$ cat src/rtl/sparc_control_unit.sv
// Hardwired fetch/decode/execute sequencer for a reduced SPARC V8 subset.
// Drives all datapath strobes and mux selects; a watchdog halts the machine on a missing MOC.
module sparc_control_unit #(
  parameter logic [5:0] PASSA_OP    = 6'h3D,
  parameter logic [5:0] PASSB_OP    = 6'h3E,
  parameter logic [5:0] ADD_OP      = 6'h00,
  parameter int         MOC_TIMEOUT = 16
) (
  input  logic        i_clk,
  input  logic        i_clr_n,
  input  logic [31:0] i_ir,
  input  logic        i_moc,
  input  logic        i_bcond,
  output logic        o_rf_load_enable,
  output logic        o_ir_ld,
  output logic        o_mar_ld,
  output logic        o_mdr_ld,
  output logic        o_pc_ld,
  output logic        o_npc_ld,
  output logic        o_npc_clr,
  output logic        o_fr_ld,
  output logic        o_mov,
  output logic        o_rw,
  output logic [1:0]  o_type,
  output logic [1:0]  o_ma,
  output logic [1:0]  o_mb,
  output logic [1:0]  o_mnp,
  output logic [1:0]  o_mp,
  output logic [1:0]  o_msc,
  output logic        o_mc,
  output logic        o_mm,
  output logic        o_mop,
  output logic        o_msa,
  output logic        o_mf,
  output logic [5:0]  o_opxx,
  output logic [3:0]  o_state,
  output logic        o_illegal,
  output logic        o_timeout
);

  localparam int WAIT_W = $clog2(MOC_TIMEOUT + 1);

  // ILL and HALT_TO share one halt state; the sticky flags tell them apart.
  typedef enum logic [3:0] {
    S_RST0 = 4'd0,  S_RST1 = 4'd1,  S_F0   = 4'd2,  S_F1   = 4'd3,
    S_DEC  = 4'd4,  S_ALU  = 4'd5,  S_LD0  = 4'd6,  S_LD1  = 4'd7,
    S_LD2  = 4'd8,  S_ST0  = 4'd9,  S_ST1  = 4'd10, S_ST2  = 4'd11,
    S_BR   = 4'd12, S_CALL = 4'd13, S_UPD  = 4'd14, S_HALT = 4'd15
  } state_t;

  state_t              r_state, w_state_next;
  logic [WAIT_W-1:0]   r_wait_cnt, w_wait_cnt_next, w_wait_inc;
  logic                r_illegal, r_timeout;
  logic                w_set_illegal, w_set_timeout;
  logic                w_in_wait, w_expired;
  logic                w_unused_ir;

  assign w_unused_ir = ^{i_ir[29:25], i_ir[18:14], i_ir[12:0]};

  assign w_in_wait  = (r_state == S_F1) || (r_state == S_LD1) || (r_state == S_ST2);
  assign w_wait_inc = r_wait_cnt + WAIT_W'(1);
  // A wait state lasts at most MOC_TIMEOUT cycles; MOC on the last of them still counts.
  assign w_expired  = (w_wait_inc == WAIT_W'(MOC_TIMEOUT));

  always_ff @(posedge i_clk) begin
    if (!i_clr_n) begin
      r_state    <= S_RST0;
      r_wait_cnt <= '0;
      r_illegal  <= 1'b0;
      r_timeout  <= 1'b0;
    end else begin
      r_state    <= w_state_next;
      r_wait_cnt <= w_wait_cnt_next;
      r_illegal  <= r_illegal | w_set_illegal;
      r_timeout  <= r_timeout | w_set_timeout;
    end
  end

  always_comb begin
    w_state_next    = r_state;
    w_wait_cnt_next = '0;
    w_set_illegal   = 1'b0;
    w_set_timeout   = 1'b0;
    case (r_state)
      S_RST0: w_state_next = S_RST1;
      S_RST1: w_state_next = S_F0;
      S_F0:   w_state_next = S_F1;
      S_F1:   w_state_next = S_DEC;
      S_DEC: begin
        case (i_ir[31:30])
          2'b01: w_state_next = S_CALL;
          2'b10: w_state_next = S_ALU;
          2'b00: begin
            if (i_ir[24:22] == 3'b010) begin
              w_state_next = S_BR;
            end else begin
              w_state_next  = S_HALT;
              w_set_illegal = 1'b1;
            end
          end
          default: begin
            if (i_ir[24:19] == 6'b000000) begin
              w_state_next = S_LD0;
            end else if (i_ir[24:19] == 6'b000100) begin
              w_state_next = S_ST0;
            end else begin
              w_state_next  = S_HALT;
              w_set_illegal = 1'b1;
            end
          end
        endcase
      end
      S_ALU:  w_state_next = S_UPD;
      S_LD0:  w_state_next = S_LD1;
      S_LD1:  w_state_next = S_LD2;
      S_LD2:  w_state_next = S_UPD;
      S_ST0:  w_state_next = S_ST1;
      S_ST1:  w_state_next = S_ST2;
      S_ST2:  w_state_next = S_UPD;
      S_BR:   w_state_next = S_F0;
      S_CALL: w_state_next = S_F0;
      S_UPD:  w_state_next = S_F0;
      S_HALT: w_state_next = S_HALT;
    endcase
    if (w_in_wait && !i_moc) begin
      if (w_expired) begin
        w_state_next  = S_HALT;
        w_set_timeout = 1'b1;
      end else begin
        w_state_next    = r_state;
        w_wait_cnt_next = w_wait_inc;
      end
    end
  end

  assign o_type    = 2'b10;
  assign o_state   = r_state;
  assign o_illegal = r_illegal;
  assign o_timeout = r_timeout;

  always_comb begin
    o_rf_load_enable = 1'b0;
    o_ir_ld          = 1'b0;
    o_mar_ld         = 1'b0;
    o_mdr_ld         = 1'b0;
    o_pc_ld          = 1'b0;
    o_npc_ld         = 1'b0;
    o_npc_clr        = 1'b0;
    o_fr_ld          = 1'b0;
    o_mov            = 1'b0;
    o_rw             = 1'b0;
    o_ma             = 2'd0;
    o_mb             = 2'd0;
    o_mnp            = 2'd0;
    o_mp             = 2'd0;
    o_msc            = 2'd0;
    o_mc             = 1'b0;
    o_mm             = 1'b0;
    o_mop            = 1'b0;
    o_msa            = 1'b0;
    o_mf             = 1'b0;
    o_opxx           = 6'd0;
    case (r_state)
      S_RST0: begin
        o_pc_ld   = 1'b1;
        o_npc_clr = 1'b1;
      end
      S_RST1: begin
        o_npc_ld = 1'b1;
        o_mnp    = 2'd3;
      end
      S_F0: begin
        o_mar_ld = 1'b1;
        o_mb     = 2'd2;
        o_mop    = 1'b1;
        o_opxx   = PASSB_OP;
      end
      S_F1: begin
        o_mov   = 1'b1;
        o_rw    = 1'b1;
        o_ir_ld = i_moc;
      end
      S_ALU: begin
        o_rf_load_enable = 1'b1;
        o_mb             = {1'b0, i_ir[13]};
        o_fr_ld          = i_ir[23];
      end
      S_LD0, S_ST0: begin
        o_mar_ld = 1'b1;
        o_mb     = {1'b0, i_ir[13]};
        o_mop    = 1'b1;
        o_opxx   = ADD_OP;
      end
      S_LD1: begin
        o_mov    = 1'b1;
        o_rw     = 1'b1;
        o_mdr_ld = i_moc;
      end
      S_LD2: begin
        o_rf_load_enable = 1'b1;
        o_mb             = 2'd3;
        o_mop            = 1'b1;
        o_opxx           = PASSB_OP;
      end
      S_ST1: begin
        o_mdr_ld = 1'b1;
        o_msa    = 1'b1;
        o_mop    = 1'b1;
        o_opxx   = PASSA_OP;
        o_mm     = 1'b1;
      end
      S_ST2: begin
        o_mov = 1'b1;
      end
      S_BR: begin
        o_pc_ld  = 1'b1;
        o_mp     = 2'd3;
        o_npc_ld = 1'b1;
        o_mnp    = i_bcond ? 2'd2 : 2'd3;
      end
      S_CALL: begin
        o_rf_load_enable = 1'b1;
        o_msc            = 2'd1;
        o_mb             = 2'd2;
        o_mop            = 1'b1;
        o_opxx           = PASSB_OP;
        o_pc_ld          = 1'b1;
        o_mp             = 2'd3;
        o_npc_ld         = 1'b1;
        o_mnp            = 2'd2;
      end
      S_UPD: begin
        o_pc_ld  = 1'b1;
        o_mp     = 2'd3;
        o_npc_ld = 1'b1;
        o_mnp    = 2'd3;
      end
      default: ;
    endcase
  end

endmodule

$ cat config.mk
export PLATFORM = sky130hd
export DESIGN_NAME = sparc_control_unit
export DESIGN_NICKNAME = d
export VERILOG_FILES = /design/src/rtl/sparc_control_unit.sv
export SDC_FILE = /design/constraint.sdc
export NUM_CORES = 1
export LEC_CHECK = 0
export CORE_ASPECT_RATIO = 0.9
export CORE_MARGIN = 3
export CORE_UTILIZATION = 31
export DETAILED_ROUTE_END_ITERATION = 16
export HOLD_SLACK_MARGIN = 0.12
export PLACE_DENSITY_LB_ADDON = 0.25
export SLEW_MARGIN = 20
export SYNTH_ARGS = -nofsm -noshare
export SYNTH_HDL_FRONTEND = slang
export SYNTH_SLANG_ARGS = --single-unit
$ cat constraint.sdc
create_clock -name i_clk -period 1.8 [get_ports i_clk]
set_input_delay 0.54 -clock i_clk [delete_from_list [all_inputs] [get_ports i_clk]]
set_output_delay 0.54 -clock i_clk [all_outputs]
set_load 0.01 [all_outputs]
Word-level counts from Yosys, hierarchy flattened
Index checks and enable logic that the tools add are counted.
{ "op_classes": {"addsub": 1, "eq_ne": 21, "mux": 32, "n_bitwise": 4, "reduce_logical": 22} }
{ "op_table": {"columns": ["op", "n"], "rows": [
  ["$pmux W4 S11", 1],
  ["$eq A4 B4 Y1 const B", 8],
  ["$reduce_or A3 Y1", 8],
  ["$mux W1", 19],
  ["$eq A4 B3 Y1 const B", 4],
  ["$mux W4", 3],
  ["$pmux W2 S3", 2],
  ["$pmux W4 S3", 1],
  ["$pmux W6 S2", 1],
  ["$eq A4 B2 Y1 const B", 2],
  ["$reduce_or A2 Y1", 4],
  ["$reduce_or A4 Y1", 2],
  ["$eq A6 B3 Y1 const B", 1],
  ["$logic_not A6 Y1", 1],
  ["$reduce_or A6 Y1", 1],
  ["$add A5 B1 Y5 const B", 1],
  ["$eq A5 B5 Y1 const B", 1],
  ["$eq A4 B1 Y1 const B", 1],
  ["$logic_not A4 Y1", 1],
  ["$mux W2", 2],
  ["$pmux W1 S2", 2],
  ["$eq A3 B2 Y1 const B", 1],
  ["$mux W3", 1],
  ["$eq A2 B1 Y1 const B", 1],
  ["8 further kinds", 11]
]} }
{ "word_totals": {"reg_bits": 11, "inputBits": 36, "output_inout_bits": 39, "wordCells": 84} }

Logic depth before layout (Yosys ltp)
Gate-level depths: netlist (run 1).
{ "logic_depth": {"ltp_word": 6, "ltp_mapped": 5, "ltp_nobuf": 5} }

Worst setup path before layout (run 1)
Ideal clock, no wire load.
{ "synth_path": {"path_type": "register -> output", "start": "register r_state[1] (netlist: o_state[1])", "end": "output port o_opxx[3]", "arrival_ps": 1460, "slack_ps": -200, "path_stages_with_launch": 6, "n_path_buf": 2, "path_cell_list": "dfxtp_1 -> buf_2 -> xor2_1 -> a21o_1 -> or2_2 -> buf_4"} }
{ "synth_via": {"elab_chain_len": 3} }
{ "synth_rtl": {"columns": ["item", "line", "source"], "rows": [
  ["start: declaration", "51", "state_t r_state, w_state_next;"],
  ["start signal: assignment", "72", "r_state <= w_state_next;"],
  ["$eq A4 B4 Y1 or $eq A4 B2 Y1 (tied branches)", "163", "case (r_state)"],
  ["$reduce_or A3 Y1 (no source line)", null, null],
  ["$pmux W6 S2 (*)", "163", null],
  ["end: declaration", "35", "output logic [5:0] o_opxx,"]
]} }
Every way passes the cells marked *; elsewhere a longest branch is shown, timed or not.

Worst setup path after layout (run 1)
{ "layout_path": {"start": "register r_state[3] (netlist: o_state[3])", "end": "output port o_opxx[2]"} }
The elaborated chain is that of the path after synthesis.

==> metrics.txt, run 1 <==
Seq cells post-synth=11; die width=~67 µm; vias post-DR=1266; post-route ant nets=0; dpl ws=-644 ps; clock latency on the worst-skew pair=240 ps; Max Cap Violations=0; Final GP Congestion=~0.77; Yosys cell types=50; Via-to-Cell Ratio=4.95; vias in the first global route=1203; Setup crit start=o_state[3]; max frequency=499 MHz; setup violators final=17; Critical R2R Capture=o_state[2]; die height=61.0 µm; worst-path maximum fanout=6; grt total ovfl=0; sequential cell area=235 µm²; gr usage total=0.164; first-pass GRT wire length=5200 µm; Placement Rows=19; Post-synth EDFFs=0; startpoint types=flip-flop; Lkg Pwr=between 0.9 and 1 nW; most frequent cells in the layout=buf_4 (34), buf_6 (27), buf_2 (15), dlygate4sd2_1 (8); Root Buffer=clkbuf_8; CTS buffer count=3; post-route setup slack=-203 ps; fin nets=~250; failing checks=setup timing; Post-synth ARST share=0; initial antenna violation count=0; Post-CTS Hold Buffers=0; Yosys warnings=0; drt pass-1 iters=4; area occupied by multi-input gates=about 810 µm²; die area=between 4000 and 5000 µm²; synth-to-layout area growth=95.2%; clk buf depth=2; layout cells sized above 1=0.561; Routed wire per std cell=around 14 µm; RSZ-0062 raised after global routing=true; WP data arrival=1460 ps; Worst EP required=1260 ps; Final Hold Fails=0; H-tree depth=1; Filler cells=253; Slew Limit Fails=0; crit end category=output pin; Mean Syn Cell Area=around 8.1 µm²; final core utilization=0.648; Initial Util=0.332; worst setup path end=o_opxx[2]; Clock Pin Slew Worst Setup and Hold Paths=50 ps; CTS tree=built; R2R cell count=5; largest net degree at the start of global routing=12; post-DP HPWL=2410 µm; WL final=3550 µm; Sink Count=11; top_reg_cell synth=dfxtp_1; Final min period=2000 ps; setup TNS=-1820 ps; PwrDens=roughly 1500 nW/µm²; ant diodes=0; Worst Skew=2.08 ps; Boundary Pins=75; Setup Crit Path Kind=reg -> out; min-delay worst type=reg -> reg; register area share after synthesis=0.212; drt first-iter violations=75; post-synthesis cell count=roughly 130; synthesized area=roughly 1000 µm²; VDD IR max=779 µV; fin crit share=1.11; core footprint=3140 µm²; status=complete, but fails checks; commonest non-fill, non-tap cell in the layout=buf_4; Tot Pwr=3.14 mW; PortBufs=44; RR Startpoint=r_wait_cnt[0]; DRC=0; Reg2Reg Setup Slack=190 ps
## per-stage QoR
stage	hold WS, ps	instances	area, µm²
2_1_floorplan	433	134	1090
3_3_place_gp	449	233	1680
3_5_place_dp	456	233	1680
4_1_cts	468	245	1860
5_1_grt	486	256	2030
6_report	464	256	2030
## timing repair
action,4_1_cts,5_1_grt
setup endpoints to repair,35,25
pin swaps,5,12
setup buffers,7,11
gates cloned,1,0
resized for setup,139,45
## worst max-delay path: stages (launching register included)
cell	delay, ps
dfxtp_4	360
buf_6	130
xor2_2	170
a21o_1	180
or2_4	260
buf_6	130
## synthesized netlist by cell type (2+ instances only)
cell type	instances	area share
ha_1	2	0.024
nor2_1	10	0.036
a21oi_1	6	0.029
buf_2	3	0.014
o221a_1	2	0.022
nor2b_1	3	0.018
o21ai_0	2	0.0096
nor3b_1	2	0.014
nand3_1	5	0.024
a21o_1	4	0.029
xnor2_1	2	0.017
clkbuf_8	3	0.040
xor2_1	3	0.025
or2_2	3	0.018
dfxtp_1	11	0.21
conb_1	2	0.0072
nand2_1	10	0.036
buf_4	13	0.094
o21a_1	2	0.014
a32oi_1	2	0.017
inv_1	6	0.022
a31oi_1	2	0.012
and3_1	3	0.018
o31ai_1	2	0.014
## metal layers
layer | vias up | GRT usage | share of wire
met5 | - | 0 | 0
met1 | 614 | 0.178 | 0.38
met2 | 34 | 0.338 | 0.57
met3 | 2 | 0.0389 | 0.041
met4 | 0 | 0 | 0.0073
li1 | 616 | - | -
## how the worst min path moves through the flow
| stage | to | cells past startpoint | start |
|---|---|---|---|
| 2_1_floorplan | r_wait_cnt[0] | 1 | r_wait_cnt[0] |
| 3_3_place_gp | r_wait_cnt[0] | 1 | r_wait_cnt[0] |
| 3_5_place_dp | r_wait_cnt[0] | 1 | r_wait_cnt[0] |
| 4_1_cts | r_wait_cnt[0] | 1 | r_wait_cnt[0] |
| 5_1_grt | r_wait_cnt[0] | 1 | r_wait_cnt[0] |
| 6_report | r_wait_cnt[0] | 1 | r_wait_cnt[0] |
## power by group
group	leakage [nW]	internal [mW]	switching (mW)	total [mW]
registers	0.0920	0.313	0.0868	0.400
logic	0.877	1.44	1.05	2.49
clock network	0.0228	0.156	0.0929	0.248
## flip-flops by register name, indices dropped and copies added (netlist names)
register and flops:
r_wait_cnt 5, o_state 4, o_illegal 1, o_timeout 1
## final cells by class
class	count	share of cell area
repair buffers	96	0.425
inverters	6	0.0111
clock buffers	4	0.0222
well taps	42	0.0259
multi-input cells	97	0.400
flip-flops and latches	11	0.116
## logic make-up (layout without fill, tap and decap cells)
group                      after synthesis  after routing  synth area share
xor gates and xnor gates                 5              5            0.0421
DFF                                     11             11             0.212
adders and majority gates                2              2            0.0240
AOI/OAI and AO/OA                       35             35             0.266
buffers and inverters                   26            106             0.173
other                                    2              7           0.00721
and+or+nand+nor                         48             48             0.276
(Power assumes the default switching activity.)
==> run 2: changes to the inputs <==
Settings changed: ABC_CLOCK_PERIOD_IN_PS set to 1800.
==> results of run 2 <==
Final layout, timing and power as in run 1 (identical DEF).
==> run 3: changes to the inputs <==
Settings changed: PLACE_DENSITY set to 0.76, PLACE_DENSITY_LB_ADDON 0.25 to not set.
==> run 3 against run 2 <==
Worst hold slack barely moved; clock power hardly changed; critical path depth unchanged; flip-flop and latch count did not move; largest cell class is now multi-input gates; routed wire length down 5.4%; worst setup slack barely moved; combinational power down 13%; highest routed layer unchanged; core utilization down 4.1 points; the flow still finishes with violations (setup timing).
==> metrics.txt, run 3 (synthesized netlist as in run 1, its figures left out) <==
Lkg Pwr=0.915 nW (was 0.992 nW); grt total ovfl=0 (unchanged); Final min period=2000 ps (about the same); layout cells sized above 1=0.543 (was 0.561); CP max-delay cell=dfxtp_4 (unchanged); drt pass-1 iters=4 (unchanged); clk buf depth=2 (unchanged); Max Cap Violations=0 (unchanged); commonest non-fill, non-tap cell in the layout=buf_4 (unchanged); worst-path maximum fanout=6 (unchanged); core footprint=3140 µm² (unchanged); Post-CTS Hold Buffers=0 (unchanged); switching share of power=0.403 (was 0.391); H-tree depth=1 (unchanged); die area=4090 µm² (unchanged); fin cells=252 (was 256); CTS buffer count=3 (unchanged); startpoint types=flip-flop (unchanged); crit end category=output pin (unchanged); fin nets=249 (was 253); clock power share=0.087 (was 0.079); Tot Pwr=2.82 mW (was 3.14 mW); Worst path depth=5 (unchanged); Clock Pin Slew Worst Setup and Hold Paths=50 ps (about the same); most flop-heavy register=r_wait_cnt (unchanged); Slew Limit Fails=0 (unchanged); P_int=1.69 mW (was 1.91 mW); Placement Rows=19 (unchanged); die width=67.1 µm (unchanged); failing checks=setup timing (unchanged); WL final=3350 µm (was 3550 µm); VDD IR max=545 µV (was 779 µV); Filler cells=267 (was 253); largest net degree at the start of global routing=15 (was 12); synth-to-layout area growth=82.9% (was 95.2%); setup violators final=18 (was 17); min-delay worst type=reg -> reg (unchanged); Root Buffer=clkbuf_8 (unchanged); Placed Cells=237 (was 233); gr usage total=0.175 (was 0.164); die height=61.0 µm (unchanged); fin crit share=1.11 (about the same); proportion of power drawn by flip-flops and latches=0.143 (was 0.127); PortBufs=44 (unchanged); Setup Crit Path Kind=reg -> out (unchanged); Gate power share=0.770 (was 0.793); PwrDens=1480 nW/µm² (was 1540 nW/µm²); Buf+Inv Stages, Crit Path=1 (was 2); Routed wire per std cell=13.3 µm (was 13.9 µm); vias post-DR=1244 (was 1266); family with the most delay on the worst path=simple AND/OR/NAND/NOR gates (was flip-flops); first-pass GRT wire length=5580 µm (was 5200 µm); crit-path cells=nor2b_4, and3_4, a21o_1, or2_4, buf_2 (was buf_6, xor2_2, a21o_1, or2_4, buf_6); Sink Count=11 (unchanged); CTS tree=built (unchanged); DRC=0 (unchanged); clock latency on the worst-skew pair=240 ps (about the same); Boundary Pins=75 (unchanged); R2R cell count=6 (was 5); Final Hold Fails=0 (unchanged); Worst Skew=4.75 ps (was 2.08 ps); post-route setup slack=-204 ps (was -203 ps); max frequency=499 MHz (about the same); worst hold stages=1 (unchanged); drt first-iter violations=25 (was 75); RSZ-0062 raised after global routing=true (unchanged); status=complete, but fails checks (unchanged); initial antenna violation count=0 (unchanged); WP data arrival=1460 ps (about the same); Initial Util=0.332 (unchanged); vias in the first global route=1270 (was 1203); Via-to-Cell Ratio=4.94 (was 4.95); ant diodes=0 (unchanged); Final GP Congestion=0.829 (was 0.769); setup TNS=-2080 ps (was -1820 ps); post-route ant nets=0 (unchanged); Sw Pwr=1.14 mW (was 1.23 mW); post-DP HPWL=2460 µm (was 2410 µm); slowest stage delay, CP=370 ps (was 360 ps); Largest register FFs=5 (unchanged); most frequent cells in the layout=buf_4 (37), buf_2 (18), buf_6 (13), nand2_1 (10), dlygate4sd2_1 (10) (was buf_4 (34), buf_6 (27), buf_2 (15), dlygate4sd2_1 (8)); Worst EP required=1260 ps (about the same)
[run 3: cell types whose count changed in the layout (fill, tap and decap cells not counted), moves of 2 or more]
cell	previous run	this run
buf_6	27	13
clkdlybuf4s15_2	0	4
buf_2	15	18
buf_4	34	37
nand2_1	7	10
a21oi_2	0	2
dlygate4sd2_1	8	10
nand2_2	2	0
nor2_2	0	2
[run 3: stage by stage]
stage	utilization	hold WS, ps	worst slack [ps]	cell area [µm²]
after CTS	0.585	467	-204	1830
after global placement	0.541	448	-612	1700
final	0.607	464	-204	1900
after global routing	0.607	495	-243	1900
after detailed placement	0.541	456	-640	1700
after floorplan	-	433	0.0759	1090
[run 3: cell type report]
type	instances	area [µm²]	area share
well taps	42	52.6	0.0276
inverters	6	22.5	0.0118
flip-flops and latches	11	235	0.124
multi-input cells	97	782	0.411
clock buffers	4	45.0	0.0237
repair buffers	92	767	0.403
[run 3: routing by layer]
| metal | wire [µm] | global-route usage | vias up |
|---|---|---|---|
| met5 | 0 | 0 | - |
| met4 | 31 | 0.0578 | 0 |
| met3 | 195 | 0.0315 | 6 |
| met2 | 1850 | 0.349 | 47 |
| met1 | 1280 | 0.185 | 583 |
| li1 | - | - | 608 |
[run 3: worst paths after layout]
check                              startpoint            end  slack [ps]
worst max-delay path               o_state[2]      o_opxx[5]        -200
worst min-delay path            r_wait_cnt[0]  r_wait_cnt[0]         460
worst max register to register     o_state[1]     o_state[3]         110
worst min register to register  r_wait_cnt[0]  r_wait_cnt[0]         460
[run 3: power groups by stage]
stage	Clock [mW]	Combinational [mW]	Sequential, mW
after floorplan	0	0.994	0.359
after global placement	0	1.90	0.377
after detailed placement	0	1.94	0.377
after CTS	0.253	2.03	0.405
after global routing	0.265	2.34	0.414
final	0.245	2.17	0.403
[run 3: repair_timing]
action / in CTS / in global routing
pin swaps: 7 / 5
buffers inserted: 6 / 5
resized for setup: 148 / 15
endpoints found under the setup margin: 35 / 27
